### config.mk
export PLATFORM = sky130hd
export DESIGN_NAME = write_back_step
export DESIGN_NICKNAME = d
export VERILOG_FILES = /design/src/rtl/write_back_step.sv
export SDC_FILE = /design/constraint.sdc
export NUM_CORES = 1
export LEC_CHECK = 0
export BUFFER_PORTS_ARGS = -buffer_cell sky130_fd_sc_hd__buf_2
export CORE_UTILIZATION = 45
export DETAILED_ROUTE_END_ITERATION = 8
export GPL_ROUTABILITY_DRIVEN = 0
export GPL_TIMING_DRIVEN = 0
export MAX_ROUTING_LAYER = met4
export PLACE_DENSITY = 0.66
export SETUP_SLACK_MARGIN = 0.15
export SLEW_MARGIN = 20
export SYNTH_ARGS = -nofsm -noshare
export SYNTH_HDL_FRONTEND = slang
export SYNTH_SLANG_ARGS = --single-unit
### constraint.sdc
create_clock -name clk_i -period 3.1 [get_ports clk_i]
set_clock_uncertainty 0.1 [all_clocks]
set_input_delay 0.465 -clock clk_i [delete_from_list [all_inputs] [get_ports clk_i]]
set_output_delay 0.465 -clock clk_i [all_outputs]
set_load 0.02 [all_outputs]
### src/rtl/write_back_step.sv
// Write-back stage: load alignment/extension, 2-entry result FIFO, register-file write port.
// Optional retired-instruction counter (instret_o) enabled by defining WB_RETIRE_COUNTER_EN.
module write_back_step #(
    parameter int unsigned XLEN       = 32,
    parameter int unsigned REG_ADDR_W = 5
) (
    input  logic                  clk_i,
    input  logic                  rst_i,
    input  logic                  mem_valid_i,
    output logic                  mem_ready_o,
    input  logic                  reg_write_i,
    input  logic [REG_ADDR_W-1:0] rd_addr_i,
    input  logic [3:0]            mem_op_i,
    input  logic [1:0]            addr_lsb_i,
    input  logic [XLEN-1:0]       result_i,
    input  logic [XLEN-1:0]       load_data_i,
    input  logic                  rf_ready_i,
    output logic                  rf_we_o,
    output logic [REG_ADDR_W-1:0] rf_waddr_o,
    output logic [XLEN-1:0]       rf_wdata_o,
    output logic                  misalign_o,
    output logic                  pending_o
`ifdef WB_RETIRE_COUNTER_EN
    ,
    output logic [63:0]           instret_o
`endif
);

    localparam int unsigned DEPTH = 2;

    typedef struct packed {
        logic                  write;
        logic [REG_ADDR_W-1:0] addr;
        logic [XLEN-1:0]       data;
    } entry_t;

    entry_t      fifo_q [DEPTH];
    logic        wr_ptr_q;
    logic        rd_ptr_q;
    logic [1:0]  count_q;
    logic        misalign_q;

    logic [7:0]      byte_sel;
    logic [15:0]     half_sel;
    logic [XLEN-1:0] sel_data;
    logic            misaligned;
    entry_t          new_entry;
    entry_t          head;
    logic            enq;
    logic            deq;

    // Load alignment and extension; unknown load widths behave as LW.
    always_comb begin
        misaligned = 1'b0;
        sel_data   = result_i;
        unique case (addr_lsb_i)
            2'd0:    byte_sel = load_data_i[7:0];
            2'd1:    byte_sel = load_data_i[15:8];
            2'd2:    byte_sel = load_data_i[23:16];
            default: byte_sel = load_data_i[31:24];
        endcase
        half_sel = addr_lsb_i[1] ? load_data_i[31:16] : load_data_i[15:0];
        if (mem_op_i[3]) begin
            unique case (mem_op_i[1:0])
                2'b00: begin
                    sel_data = mem_op_i[2] ? {{(XLEN-8){1'b0}}, byte_sel}
                                           : {{(XLEN-8){byte_sel[7]}}, byte_sel};
                end
                2'b01: begin
                    sel_data   = mem_op_i[2] ? {{(XLEN-16){1'b0}}, half_sel}
                                             : {{(XLEN-16){half_sel[15]}}, half_sel};
                    misaligned = addr_lsb_i[0];
                end
                default: begin
                    sel_data   = load_data_i;
                    misaligned = (addr_lsb_i != 2'b00);
                end
            endcase
        end
    end

    always_comb begin
        new_entry.write = reg_write_i && (rd_addr_i != '0) && !misaligned;
        new_entry.addr  = rd_addr_i;
        new_entry.data  = sel_data;
    end

    assign head        = fifo_q[rd_ptr_q];
    assign pending_o   = (count_q != 2'd0);
    assign mem_ready_o = (count_q != 2'(DEPTH)) && !rst_i;
    assign enq         = mem_valid_i && mem_ready_o;
    assign deq         = pending_o && (!head.write || rf_ready_i);

    assign rf_we_o    = pending_o && head.write;
    assign rf_waddr_o = pending_o ? head.addr : '0;
    assign rf_wdata_o = pending_o ? head.data : '0;
    assign misalign_o = misalign_q;

    // FIFO storage, pointers and occupancy.
    always_ff @(posedge clk_i or posedge rst_i) begin
        if (rst_i) begin
            for (int i = 0; i < DEPTH; i++) begin
                fifo_q[i] <= '0;
            end
            wr_ptr_q   <= 1'b0;
            rd_ptr_q   <= 1'b0;
            count_q    <= 2'd0;
            misalign_q <= 1'b0;
        end else begin
            if (enq) begin
                fifo_q[wr_ptr_q] <= new_entry;
                wr_ptr_q         <= ~wr_ptr_q;
            end
            if (deq) begin
                rd_ptr_q <= ~rd_ptr_q;
            end
            count_q    <= count_q + 2'(enq) - 2'(deq);
            misalign_q <= enq && misaligned;
        end
    end

`ifdef WB_RETIRE_COUNTER_EN
    logic [63:0] instret_q;

    // Every dequeue retires, including x0 and misaligned entries.
    always_ff @(posedge clk_i or posedge rst_i) begin
        if (rst_i) begin
            instret_q <= 64'd0;
        end else if (deq) begin
            instret_q <= instret_q + 64'd1;
        end
    end

    assign instret_o = instret_q;
`endif

endmodule

Word level (Yosys, flattened, before mapping) --
Cells that the tools add are included.
Cells by class: equal/unequal tests 4, multiplexer cells 16, reductions and logical operators 17, add/sub/neg operators 2, bitwise logic cells 4, magnitude comparators 3
Operators by type and width (count):
- 38-bit two-way mux | 4
- 32-bit two-way mux | 4
- 76-bit bitwise mux | 1
- 32-bit case mux with 2 select lines | 1
- 38-bit demux with 1-bit select | 1
- 8-bit case mux with 3 select lines | 1
- 16-bit two-way mux | 1
- 1-bit logical AND | 8
- 5-bit two-way mux | 1
- 5-bit nonzero test | 1
- 2-bit by 1-bit == test with 1-bit output, second input constant | 2
- 2-bit greater-or-equal comparator, second input constant | 2
- 2-bit logical NOT | 2
- 1-bit NOT with 2-bit output | 2
- 2-bit nonzero test | 2
- 1-bit logical NOT | 3
- 2-bit by 1-bit adder with 2-bit output | 1
- 2-bit == test, second input constant | 1
- 2-bit by 1-bit less-than comparator with 1-bit output, second input constant | 1
- 2-bit inequality test, second input constant | 1
- 1-bit NOT | 2
- 1-bit case mux with 2 select lines | 1
- 2-bit by 1-bit subtractor with 2-bit output | 1
- 1-bit logical OR | 1
- 1-bit two-way mux | 1
Word-level totals: word-level logic and storage cells 56, bits of input ports 80, output and inout port bits 41, register bits after elaboration 81

Depth between registers and ports, before layout --
depth after elaboration 8, gate-level depth with buffers 9, gate-level depth less buffers 8

Least setup slack after synthesis --
No wires, ideal clock.
path kind flip-flop to output port, from register rd_ptr_q, to output rf_wdata_o[12], setup slack 1.170 ns, arrival time 1.365 ns, path buffers 3, stages on the path, launching flop included 6, cells stage by stage dfrtp_1 clkbuf_1 buf_2 buf_2 mux2i_1 nor2_1
Between the ends: longest elaborated chain between the ends 5
RTL lines:
- start: declaration | line 39 | logic rd_ptr_q;
- start signal: assignment | line 115 | rd_ptr_q <= ~rd_ptr_q;
- 1-bit NOT with 2-bit output (not written as such) | line 88 | assign head = fifo_q[rd_ptr_q];
- 38-bit two-way mux (not written as such) (3 in series) | line 88
- 32-bit two-way mux | line 96 | assign rf_wdata_o = pending_o ? head.data : '0;
- end: declaration | line 20 | output logic [XLEN-1:0] rf_wdata_o,
Every way passes these cells. The select of a mux whose other input is x is not followed.

Final worst setup path --
from register count_q[1], to output rf_wdata_o[30]
Between the ends: longest elaborated chain between the ends 2
RTL lines:
- start: declaration | line 40 | logic [1:0] count_q;
- start signal: assignment | line 117 | count_q <= count_q + 2'(enq) - 2'(deq);
- 2-bit nonzero test | line 89 | assign pending_o = (count_q != 2'd0);
- 32-bit two-way mux | line 96
Every way passes these cells.

==> out/results.txt <==
First-pass GRT wire length = 24500 um
Core Region = 0.0103 mm^2
Setup crit end kind = primary output
Max Fanout on Critical Path = 10
Syn Std Cell Area = 0.00473 mm^2
Post-DP HPWL = 11300 um
Met1 Usage GRT = 39.4%
Rel. slew slack = 57.4%
CP cell instances = nor2_1 -> clkbuf_2 -> clkbuf_1 -> nor2_1 -> buf_2
Clock latency on the worst-skew pair = 360 ps
Pwr/cell area = 971 mW/mm^2
Num CTS Buffers = 9
Worst EP required = 2530 ps
Synth Register Bits = 81
Setup TNS Final = 0 ps
CP max stage delay = 440 ps
Number of vias per cell = 5.81
Total of fill cells in the finished design = 978
Die Y-Extent = 105 um
Vias = 4642
Layout cells sized above 1 = 26.7%
Startpoint Class = register
Reg2reg setup slack = 1020 ps
Dpl ws = 525 ps
Status = completed
Overall routed net length = 15200 um
Worst r2r src = count_q[0]$_DFF_PP0_
Largest net degree at the start of global routing = 51
Ant. Diodes = 0
Initial Util = 46.0%
Gr ovfl total = 0
Total Nets Final = 740
CTS max path bufs = 2
Max Freq = 358 MHz
Met3 Use GR = 4.76%
Final hold violations = 0
Sequential area share after synthesis = 42.9%
H-tree Lvls = 3
Worst Hold Class = in -> async
Die X = 105 um
Share of the synthesized area in the top cell type = 42.9%
Area leader, netlist = dfrtp_1
Placement Cell Area = 0.00553 mm^2
Worst vdd ir = 0.000483 V
Multi-input gate area = 0.00244 mm^2
Most used cell, CP = nor2_1
Storage cell area = 0.00203 mm^2
M2 GR Usage = 47.0%
Synth cell count leaders = nor2_1 (113), dfrtp_1 (81), nand2_1 (70), mux2i_1 (46), a221oi_1 (33)
Post-CTS Hold Buffers = 0
Final Util = 56.1%
Drt pass-1 iters = 5
Syn Inst Count = 527
WP data arrival = 2230 ps
Most frequent cell after synthesis = nor2_1
Crit path from = count_q[1]$_DFF_PP0_
1st-iter DRT viols = 348
Yosys warnings = 0
I/O pins = 121
Crit path max-delay family = buffers and inverters
Final WS setup = 305 ps
CP endpoint = rf_wdata_o[30]
RSZ-0062 raised after global routing = false
Final Cycle Share = 90.2%
Gr usage total = 30.0%
ANT nets after route = 0
Ys async rst share = 100%
CP Depth = 5
R2r worst-path depth = 5
CTS Root Cell = clkbuf_8
Max Slew Vio Count = 0
GR peak layer = met2
Placed insts = 783
Max_cap viols = 0
Post-synth EDFFs = 0
CTS tree = done
Vias in the first global route = 4708
Worst reg2reg path endpoint = fifo_q[68]$_DFFE_PP0P_
Reg clk slew, reported paths = 90 ps
Measured slew at the worst slew-check pin = 638 ps
WP buf/inv = 3
Final Non-Filler Cells = 799
Leak = 2.83 nW
DRC violations left = 0
Setup bufs post-CTS = 0
Syn Area/Cell = 8.97 um^2
Die area = 0.0109 mm^2
Setup CP Type = reg -> out
Row Count = 37
Area contributors post-synth = dfrtp_1 (43%), mux2i_1 (9.7%), nor2_1 (9.0%), a221oi_1 (6.1%), nand2_1 (5.6%)
CTS Sinks = 81
Initial antenna violation count = 0
Syn_nets = 609
Detailed-route wire length per cell = 19.1 um
Top_reg_cell synth = dfrtp_1
Post-synthesis cell type count = 47
Final instance area = 0.00576 mm^2
Setup violators final = 0
Final min period = 2800 ps
Port bufs = 119
Layout area overhead = 21.9%
Slowest CP cell = clkbuf_1
flip-flops by register name, indices dropped and copies added (netlist names):
signal and cells:
count_q 2, fifo_q 76, misalign_o 1, rd_ptr_q 1, wr_ptr_q 1
cell families after synthesis:
kind of cell	after synthesis	share of synthesized area [%]
xor+xnor	3	0.556
mux	50	10.7
buf+inv	56	5.61
flops	81	42.9
compound gates	130	21.3
fa+ha+maj	2	0.529
simple gates	205	18.4
repair_timing:
action,4_1_cts,5_1_grt
gates resized for setup,1,0
hold endpoints to repair,0,0
setup endpoints to repair,4,0
metrics by stage:
| step | hold WS [ps] | power (mW) |
|---|---|---|
| after floorplan | 345 | 3.81 |
| after global placement | 357 | 4.61 |
| after detailed placement | 362 | 4.70 |
| after CTS | 30.1 | 5.62 |
| after global routing | 36.7 | 5.97 |
| final | 17.9 | 5.60 |
worst min-delay path by stage:
stage / to / slack (ps) / cells past startpoint
finish: misalign_o$_DFF_PP0_ / 20 / 2
global route: misalign_o$_DFF_PP0_ / 40 / 2
CTS: misalign_o$_DFF_PP0_ / 30 / 2
detailed placement: fifo_q[70]$_DFFE_PP0P_ / 360 / 2
global placement: fifo_q[33]$_DFFE_PP0P_ / 360 / 2
floorplan: fifo_q[70]$_DFFE_PP0P_ / 340 / 2
placed cells by master, fill, tap and decap left out, types with 2 or more instances in the layout:
master | synthesis | routed
o21ai_0 | 10 | 10
nand3_1 | 2 | 2
o31ai_1 | 14 | 14
clkbuf_1 | 22 | 21
o22ai_1 | 7 | 7
a22o_1 | 2 | 2
a311oi_1 | 14 | 14
and3_1 | 2 | 2
inv_6 | 0 | 2
mux2_2 | 4 | 4
inv_1 | 10 | 9
a21oi_2 | 2 | 2
a21oi_1 | 23 | 23
ha_1 | 2 | 2
mux2i_1 | 46 | 46
nor2b_1 | 3 | 3
nor3_1 | 2 | 2
bufinv_16 | 0 | 2
buf_2 | 15 | 134
a221oi_1 | 33 | 33
clkbuf_8 | 1 | 12
nor2_1 | 113 | 113
o311ai_1 | 2 | 2
xnor2_1 | 2 | 2
nor2_2 | 2 | 2
dfrtp_1 | 81 | 81
buf_4 | 5 | 5
nand2_1 | 70 | 70
o311ai_0 | 5 | 5
a211o_1 | 14 | 14
metal layers:
metal | wire length, um | vias up
met5 | 0 | -
met4 | 393 | 0
met3 | 942 | 33
met2 | 7080 | 205
met1 | 6810 | 2244
li1 | - | 2160
power breakdown:
part	internal (mW)	leakage, nW	switching, mW
Clock	0.504	0.117	0.413
Combinational	1.10	1.75	1.74
Sequential	1.57	0.965	0.279
final cells by class:
class | instances | area share (%)
Clock inverter | 5 | 1.48
Sequential cell | 81 | 35.2
Buffer | 45 | 3.91
Clock buffer | 11 | 2.63
Inverter | 11 | 0.760
Multi-Input combinational cell | 390 | 42.3
Timing Repair Buffer | 120 | 10.8
Tap cell | 136 | 2.95
Power figures use the tool's default switching activity.
